**config.mk**
```make
export PLATFORM = sky130hd
export DESIGN_NAME = fc_argmax_engine
export DESIGN_NICKNAME = d
export VERILOG_FILES = /design/src/rtl/fc_argmax_engine_pkg.sv /design/src/rtl/fc_argmax_engine_hex7seg_dec.sv /design/src/rtl/fc_argmax_engine.sv
export SDC_FILE = /design/constraint.sdc
export NUM_CORES = 1
export LEC_CHECK = 0
export ABC_CLOCK_PERIOD_IN_PS = 18700
export CORE_AREA = 2 2 150 152
export CTS_CLUSTER_DIAMETER = 60
export DETAILED_ROUTE_END_ITERATION = 6
export DIE_AREA = 0 0 152 154
export PLACE_DENSITY = 0.68
export RECOVER_POWER = 25
export SYNTH_ARGS = -nofsm -noshare
export SYNTH_HDL_FRONTEND = slang
export SYNTH_SLANG_ARGS = --single-unit
```
**constraint.sdc**
```tcl
create_clock -name clk -period 18.7 [get_ports clk]
set_input_delay 3.74 -clock clk [delete_from_list [all_inputs] [get_ports clk]]
set_output_delay 3.74 -clock clk [all_outputs]
set_load 0.005 [all_outputs]
```
**src/rtl/fc_argmax_engine_pkg.sv**
```systemverilog
// Shared definitions for the FC/argmax engine: FSM encoding, the 7-segment
// digit table and a width helper used for address/index port sizing.
package fc_argmax_engine_pkg;

    typedef enum logic [2:0] {
        S_IDLE = 3'd0,
        S_BIAS = 3'd1,
        S_MAC  = 3'd2,
        S_ARG  = 3'd3,
        S_DONE = 3'd4
    } fsm_state_e;

    // Plain-vector copies of the state encoding for the engine's state register
    localparam logic [2:0] ST_IDLE = 3'(S_IDLE);
    localparam logic [2:0] ST_BIAS = 3'(S_BIAS);
    localparam logic [2:0] ST_MAC  = 3'(S_MAC);
    localparam logic [2:0] ST_ARG  = 3'(S_ARG);
    localparam logic [2:0] ST_DONE = 3'(S_DONE);

    // Active-low gfedcba patterns for hex digits 0..F
    localparam logic [6:0] SEG_LUT [16] = '{
        7'h40, 7'h79, 7'h24, 7'h30, 7'h19, 7'h12, 7'h02, 7'h78,
        7'h00, 7'h10, 7'h08, 7'h03, 7'h46, 7'h21, 7'h06, 7'h0E
    };

    // Ceiling log2, never below 1 so every port keeps at least one bit
    function automatic int clog2_min1(input int n);
        int r;
        r = 0;
        while ((1 << r) < n) r++;
        return (r < 1) ? 1 : r;
    endfunction

endpackage

```
**src/rtl/fc_argmax_engine_hex7seg_dec.sv**
```systemverilog
// Combinational hex digit to active-low 7-segment decoder.
module hex7seg_dec
    import fc_argmax_engine_pkg::*;
(
    input  logic [3:0] nibble_i,
    output logic [6:0] seg_o
);

    assign seg_o = SEG_LUT[nibble_i];

endmodule

```
**src/rtl/fc_argmax_engine.sv**
```systemverilog
// Fully-connected layer with bias, optional ReLU and argmax. LANES output
// neurons share each x fetch; groups of lanes are processed one after another.
module fc_argmax_engine
    import fc_argmax_engine_pkg::*;
#(
    parameter int  N_IN   = 400,
    parameter int  N_OUT  = 10,
    parameter int  LANES  = 1,
    parameter int  DATA_W = 8,
    parameter int  ACC_W  = 24,
    parameter int  IDX_W  = clog2_min1(N_OUT),
    localparam int NG     = N_OUT / LANES,
    localparam int XA_W   = clog2_min1(N_IN),
    localparam int WA_W   = clog2_min1(N_IN * NG),
    localparam int BA_W   = clog2_min1(NG)
) (
    input  logic                     clk,
    input  logic                     reset,
    input  logic                     start,
    input  logic                     relu_en,
    output logic [XA_W-1:0]          x_addr,
    input  logic signed [DATA_W-1:0] x_rdata,
    output logic [WA_W-1:0]          w_addr,
    input  logic [LANES*DATA_W-1:0]  w_rdata,
    output logic [BA_W-1:0]          b_addr,
    input  logic [LANES*ACC_W-1:0]   b_rdata,
    output logic                     busy,
    output logic                     done,
    output logic [IDX_W-1:0]         class_idx,
    output logic signed [ACC_W-1:0]  class_score,
    output logic [6:0]               hex_seg
);

    localparam int                      LA_W      = clog2_min1(LANES);
    localparam int                      PW        = 2 * DATA_W;
    localparam logic [XA_W-1:0]         K_LAST    = XA_W'(N_IN - 1);
    localparam logic [BA_W-1:0]         G_LAST    = BA_W'(NG - 1);
    localparam logic [LA_W-1:0]         L_LAST    = LA_W'(LANES - 1);
    localparam logic [WA_W-1:0]         W_STRIDE  = WA_W'(N_IN);
    localparam logic signed [ACC_W-1:0] SCORE_MIN = {1'b1, {(ACC_W-1){1'b0}}};

    logic [2:0]              state_q, state_d;
    logic [BA_W-1:0]         g_q, g_d;
    logic [XA_W-1:0]         k_q, k_d, k_nxt;
    logic [LA_W-1:0]         lane_q, lane_d;
    logic [WA_W-1:0]         w_base_q, w_base_d;
    logic [IDX_W-1:0]        cur_idx_q, cur_idx_d;
    logic                    relu_q, relu_d;
    logic signed [ACC_W-1:0] best_score_q, best_score_d;
    logic [IDX_W-1:0]        best_idx_q, best_idx_d;
    logic [IDX_W-1:0]        class_idx_q, class_idx_d;
    logic signed [ACC_W-1:0] class_score_q, class_score_d;
    logic                    done_q, done_d;
    logic                    busy_q, busy_d;
    logic signed [ACC_W-1:0] acc_vec [LANES];
    logic signed [ACC_W-1:0] acc_sel, score_s;
    logic [3:0]              idx_nib;

    // Per-lane MAC: the bias seeds the accumulator together with tap 0
    for (genvar j = 0; j < LANES; j++) begin : g_lane
        logic signed [DATA_W-1:0] w_s;
        logic signed [PW-1:0]     prod;
        logic signed [ACC_W-1:0]  prod_ext, bias_s, acc_q;

        assign w_s      = w_rdata[j*DATA_W +: DATA_W];
        assign bias_s   = b_rdata[j*ACC_W +: ACC_W];
        assign prod     = x_rdata * w_s;
        assign prod_ext = {{(ACC_W-PW){prod[PW-1]}}, prod};
        assign acc_vec[j] = acc_q;

        // Accumulate one tap per MAC cycle; the sum wraps, with no saturation
        always_ff @(posedge clk) begin
            if (state_q == ST_MAC) begin
                acc_q <= (k_q == '0) ? bias_s + prod_ext : acc_q + prod_ext;
            end
        end
    end

    // Pick the lane under inspection in ARG and apply the optional ReLU
    always_comb begin
        acc_sel = acc_vec[0];
        for (int j = 1; j < LANES; j++) begin
            if (lane_q == LA_W'(j)) acc_sel = acc_vec[j];
        end
        score_s = (relu_q && acc_sel[ACC_W-1]) ? '0 : acc_sel;
    end

    // RAM addresses: next tap is issued while the current tap's data arrives
    always_comb begin
        k_nxt  = (k_q == K_LAST) ? k_q : k_q + XA_W'(1);
        x_addr = '0;
        w_addr = '0;
        b_addr = '0;
        if (state_q == ST_BIAS) begin
            b_addr = g_q;
            w_addr = w_base_q;
        end else if (state_q == ST_MAC) begin
            b_addr = g_q;
            x_addr = k_nxt;
            w_addr = w_base_q + WA_W'(k_nxt);
        end
    end

    // FSM sequencing and running argmax; ties keep the earlier index
    always_comb begin
        state_d       = state_q;
        g_d           = g_q;
        k_d           = k_q;
        lane_d        = lane_q;
        w_base_d      = w_base_q;
        cur_idx_d     = cur_idx_q;
        relu_d        = relu_q;
        best_score_d  = best_score_q;
        best_idx_d    = best_idx_q;
        class_idx_d   = class_idx_q;
        class_score_d = class_score_q;
        done_d        = 1'b0;
        case (state_q)
            ST_IDLE: begin
                if (start) begin
                    relu_d       = relu_en;
                    g_d          = '0;
                    w_base_d     = '0;
                    cur_idx_d    = '0;
                    best_score_d = SCORE_MIN;
                    best_idx_d   = '0;
                    state_d      = ST_BIAS;
                end
            end
            ST_BIAS: begin
                k_d     = '0;
                state_d = ST_MAC;
            end
            ST_MAC: begin
                k_d = k_nxt;
                if (k_q == K_LAST) begin
                    lane_d  = '0;
                    state_d = ST_ARG;
                end
            end
            ST_ARG: begin
                if (score_s > best_score_q) begin
                    best_score_d = score_s;
                    best_idx_d   = cur_idx_q;
                end
                cur_idx_d = cur_idx_q + IDX_W'(1);
                lane_d    = lane_q + LA_W'(1);
                if (lane_q == L_LAST) begin
                    if (g_q == G_LAST) begin
                        // Results land as DONE begins so they are valid with done
                        class_idx_d   = best_idx_d;
                        class_score_d = best_score_d;
                        done_d        = 1'b1;
                        state_d       = ST_DONE;
                    end else begin
                        g_d      = g_q + BA_W'(1);
                        w_base_d = w_base_q + W_STRIDE;
                        state_d  = ST_BIAS;
                    end
                end
            end
            ST_DONE: state_d = ST_IDLE;
            default: state_d = ST_IDLE;
        endcase
        busy_d = (state_d != ST_IDLE);
    end

    // Control and result registers; reset abandons any run in progress
    always_ff @(posedge clk) begin
        if (reset) begin
            state_q       <= ST_IDLE;
            g_q           <= '0;
            k_q           <= '0;
            lane_q        <= '0;
            w_base_q      <= '0;
            cur_idx_q     <= '0;
            relu_q        <= 1'b0;
            class_idx_q   <= '0;
            class_score_q <= '0;
            done_q        <= 1'b0;
            busy_q        <= 1'b0;
        end else begin
            state_q       <= state_d;
            g_q           <= g_d;
            k_q           <= k_d;
            lane_q        <= lane_d;
            w_base_q      <= w_base_d;
            cur_idx_q     <= cur_idx_d;
            relu_q        <= relu_d;
            class_idx_q   <= class_idx_d;
            class_score_q <= class_score_d;
            done_q        <= done_d;
            busy_q        <= busy_d;
        end
    end

    // Best-so-far datapath; re-seeded on every accepted start
    always_ff @(posedge clk) begin
        best_score_q <= best_score_d;
        best_idx_q   <= best_idx_d;
    end

    if (IDX_W >= 4) begin : g_nib_full
        assign idx_nib = class_idx_q[3:0];
    end else begin : g_nib_pad
        assign idx_nib = {{(4-IDX_W){1'b0}}, class_idx_q};
    end

    hex7seg_dec u_hex (
        .nibble_i (idx_nib),
        .seg_o    (hex_seg)
    );

    assign busy        = busy_q;
    assign done        = done_q;
    assign class_idx   = class_idx_q;
    assign class_score = class_score_q;

endmodule

```
==> out/results.tsv <==
stage	metric	value	unit
final_layout	num_antenna_cells	0	
critical_path	critPathLaunchType	primary input	
floorplanning	start_util	44.8	%
run	max_cap_viol_count	2	
final_layout	area_growth	16.3	%
clock_tree	cts_resized	0	
timing	fmax	0.0952	GHz
global_route	use_met1	22.8	%
clock_tree	htreeDepth	3	
outcome	violations	capacitance limit, slew limit	
yosys	ys_top_cells_by_area	edfxtp_1 (16%), dfxtp_1 (12%), ha_1 (12%), fa_1 (12%), inv_1 (5.2%)	
final_layout	fin_util	52.1	%
global_route	antenna_found_initial	3	
clock_tree	clkSinkCount	112	
route	drc	0	
critical_path	cp_top_family	adder cells	
timing	period_needed	10.51	ns
global_route	overflow	0	
timing	tightestPinTransition	2.96	ns
power_and_ir_drop	p_per_area	164	nW/um2
route	vias	7345	
clock_tree	clockBufferDepth	2	
route	drt_iter0_drc	251	
clock_tree	clockRootBuffer	clkbuf_16	
yosys	synthDistinctLibCells	63	
timing	finalSetupViolCount	0	
critical_path	max_stage_delay	0.57	ns
route	vias_per_cell	5.11	
outcome	status	complete, but fails checks	
global_route	grtUsageTotal	17.7	%
floorplanning	die_w	152	um
timing	period_share	56.2	%
power_and_ir_drop	p_leak	4.77	nW
critical_path	worst_setup_path_end_kind	flop	
route	first_pass_iters	4	
yosys	synth_top_cells_by_count	inv_1 (134), nor2_1 (124), ha_1 (93)	
route	avgRoutedWirePerCell	14.2	um
power_and_ir_drop	power	1.86	mW
critical_path	crit_buf_inv	5	
global_route	grtUsageMet3	2.48	%
final_layout	final_cell_area	11300	um2
placed_design	placed_cell_area	11000	um2
global_route	grt.busiest_layer	met2	
final_layout	drive_above_1_share	4.84	%
critical_path	crit_required	18.80	ns
clock_tree	post_cts_buffers	0	
timing	rsz0062_at_grt	no	
yosys	synth.top_cell.area_share	16.1	%
critical_path	cp.arrival	10.61	ns
timing	fin_ws	8.19	ns
clock_tree	cts_tree	done	
yosys	synth_edf_count	52	
clock_tree	insertion_delay	0.35	ns
yosys	syn-cell-area	9720	um2
critical_path	critPathMaxFanout	8	
timing	finalSetupTns	0	ns
clock_tree	cts_inserted_buffers	9	
yosys	ys.flop_type	dfxtp_1	
timing	slew_headroom	-98.0	%
route	finalWirelength	20400	um
placed_design	numPortBuffers	105	
yosys	synth_top_area_cell	edfxtp_1	
yosys	synthCells	1068	
power_and_ir_drop	vdd_drop_max	0.000116	V
placed_design	dpl.hpwl	16300	um
floorplanning	core	21700	um2
placed_design	dp_slack	7.84	ns
floorplanning	die_h	154	um
floorplanning	rows	54	
critical_path	crit_type	in2reg	
route	ant_nets	0	
yosys	synth_warnings	0	
final_layout	fin_nets	1345	
timing	slew_viol_final	79	
yosys	synth-async-reset-ratio	0	%
floorplanning	die_area	23400	um2
yosys	synth_most_common_cell	inv_1	
global_route	grt_pass1_vias	7324	
floorplanning	ios	106	
placed_design	gp_congestion	0.858	
yosys	syn_avg_cell_area	9.10	um2
global_route	grt_max_degree	51	
worst_hold_path	holdCritPathClass	reg2reg	
global_route	grtUsageMet2	31.4	%
global_route	grt_pass1_wl	34900	um
clock_tree	cts-hold-fix-buffers	0	
yosys	synth_nets	1261	
timing	hold_violations	0	
yosys	seq_area_frac_synth	28.4	%
timing	finClkSkew	0.0114	ns
critical_path	cpMaxStageDelayCell	clkdlybuf4s50_1	
clock_tree	path_clk_slew	0.07	ns
yosys	synth_seq_cells	112	
[per-layer routing]
| layer | routed length, um | vias up | share of wire (%) |
|---|---|---|---|
| li1 | - | 3771 | - |
| met1 | 9490 | 3432 | 46 |
| met2 | 9900 | 117 | 48 |
| met3 | 741 | 21 | 3.6 |
| met4 | 277 | 4 | 1.4 |
| met5 | 27 | - | 0.13 |
[logic make-up after synthesis]
group | synth area share [%]
and+or+nand+nor | 17.7
AOI/OAI and AO/OA | 11.9
buffers and inverters | 6.60
adders and majority gates | 23.5
DFF | 28.4
xor gates and xnor gates | 5.69
muxes | 6.10
other | 0.0386
[stage by stage]
stage | instances | hold WS [ns]
finish | 1437 | 0.499
global route | 1437 | 0.533
CTS | 1437 | 0.504
detailed placement | 1421 | 0.494
global placement | 1421 | 0.489
floorplan | 1068 | 0.465
[where the power goes]
| part | leakage, nW | switching [mW] | internal, mW | total, mW |
|---|---|---|---|---|
| clock network | 0.146 | 0.0895 | 0.109 | 0.198 |
| logic | 3.64 | 0.700 | 0.583 | 1.28 |
| registers | 0.980 | 0.0170 | 0.358 | 0.375 |
[final cells by class]
type                       instances  area (um2)
clock buffer                      11         243
multi-input combinational        788        6320
inverter                         134         503
tap                              280         350
fill                            2035       10400
sequential                       112        2760
timing repair buffer             107        1060
clock inverter                     5        63.8
[cell usage in the layout, fill, tap and decap left out, types with 12 or more instances in the layout]
cell	count
inv_1	134
nor2_1	125
clkdlybuf4s50_1	104
ha_1	93
and2_1	77
dfxtp_1	60
a21oi_1	56
fa_1	56
edfxtp_1	52
nand2_1	47
xnor2_1	40
a211oi_1	33
mux2i_1	33
o21ai_0	26
mux2_2	22
xor2_1	20
a21o_1	18
nor2b_1	17
nand3_1	16
nand2b_1	12
nand4_1	12
[worst min-delay path, cell delays in order (launching register included)]
cell,delay (ns)
dfxtp_1,0.31
nor2_1,0.09
a211oi_1,0.05
[registers in the layout, indices dropped and copies added, names as in the netlist, 8 cells and up]
name	cells
acc_sel	24
best_score_q	24
class_score	24
k_q	9
w_base_q	8
[final timing paths]
check	slack [ns]	startpoint	end	cells after the start
min reg2reg	0.50	class_score[20]$_SDFFE_PP0P_	class_score[20]$_SDFFE_PP0P_	2
max	8.19	x_rdata[3]	acc_sel[23]$_DFFE_PP_	29
max reg2reg	13.03	acc_sel[23]$_DFFE_PP_	class_score[14]$_SDFFE_PP0P_	14
min	0.50	class_score[20]$_SDFFE_PP0P_	class_score[20]$_SDFFE_PP0P_	2
Power figures use the tool's default switching activity.
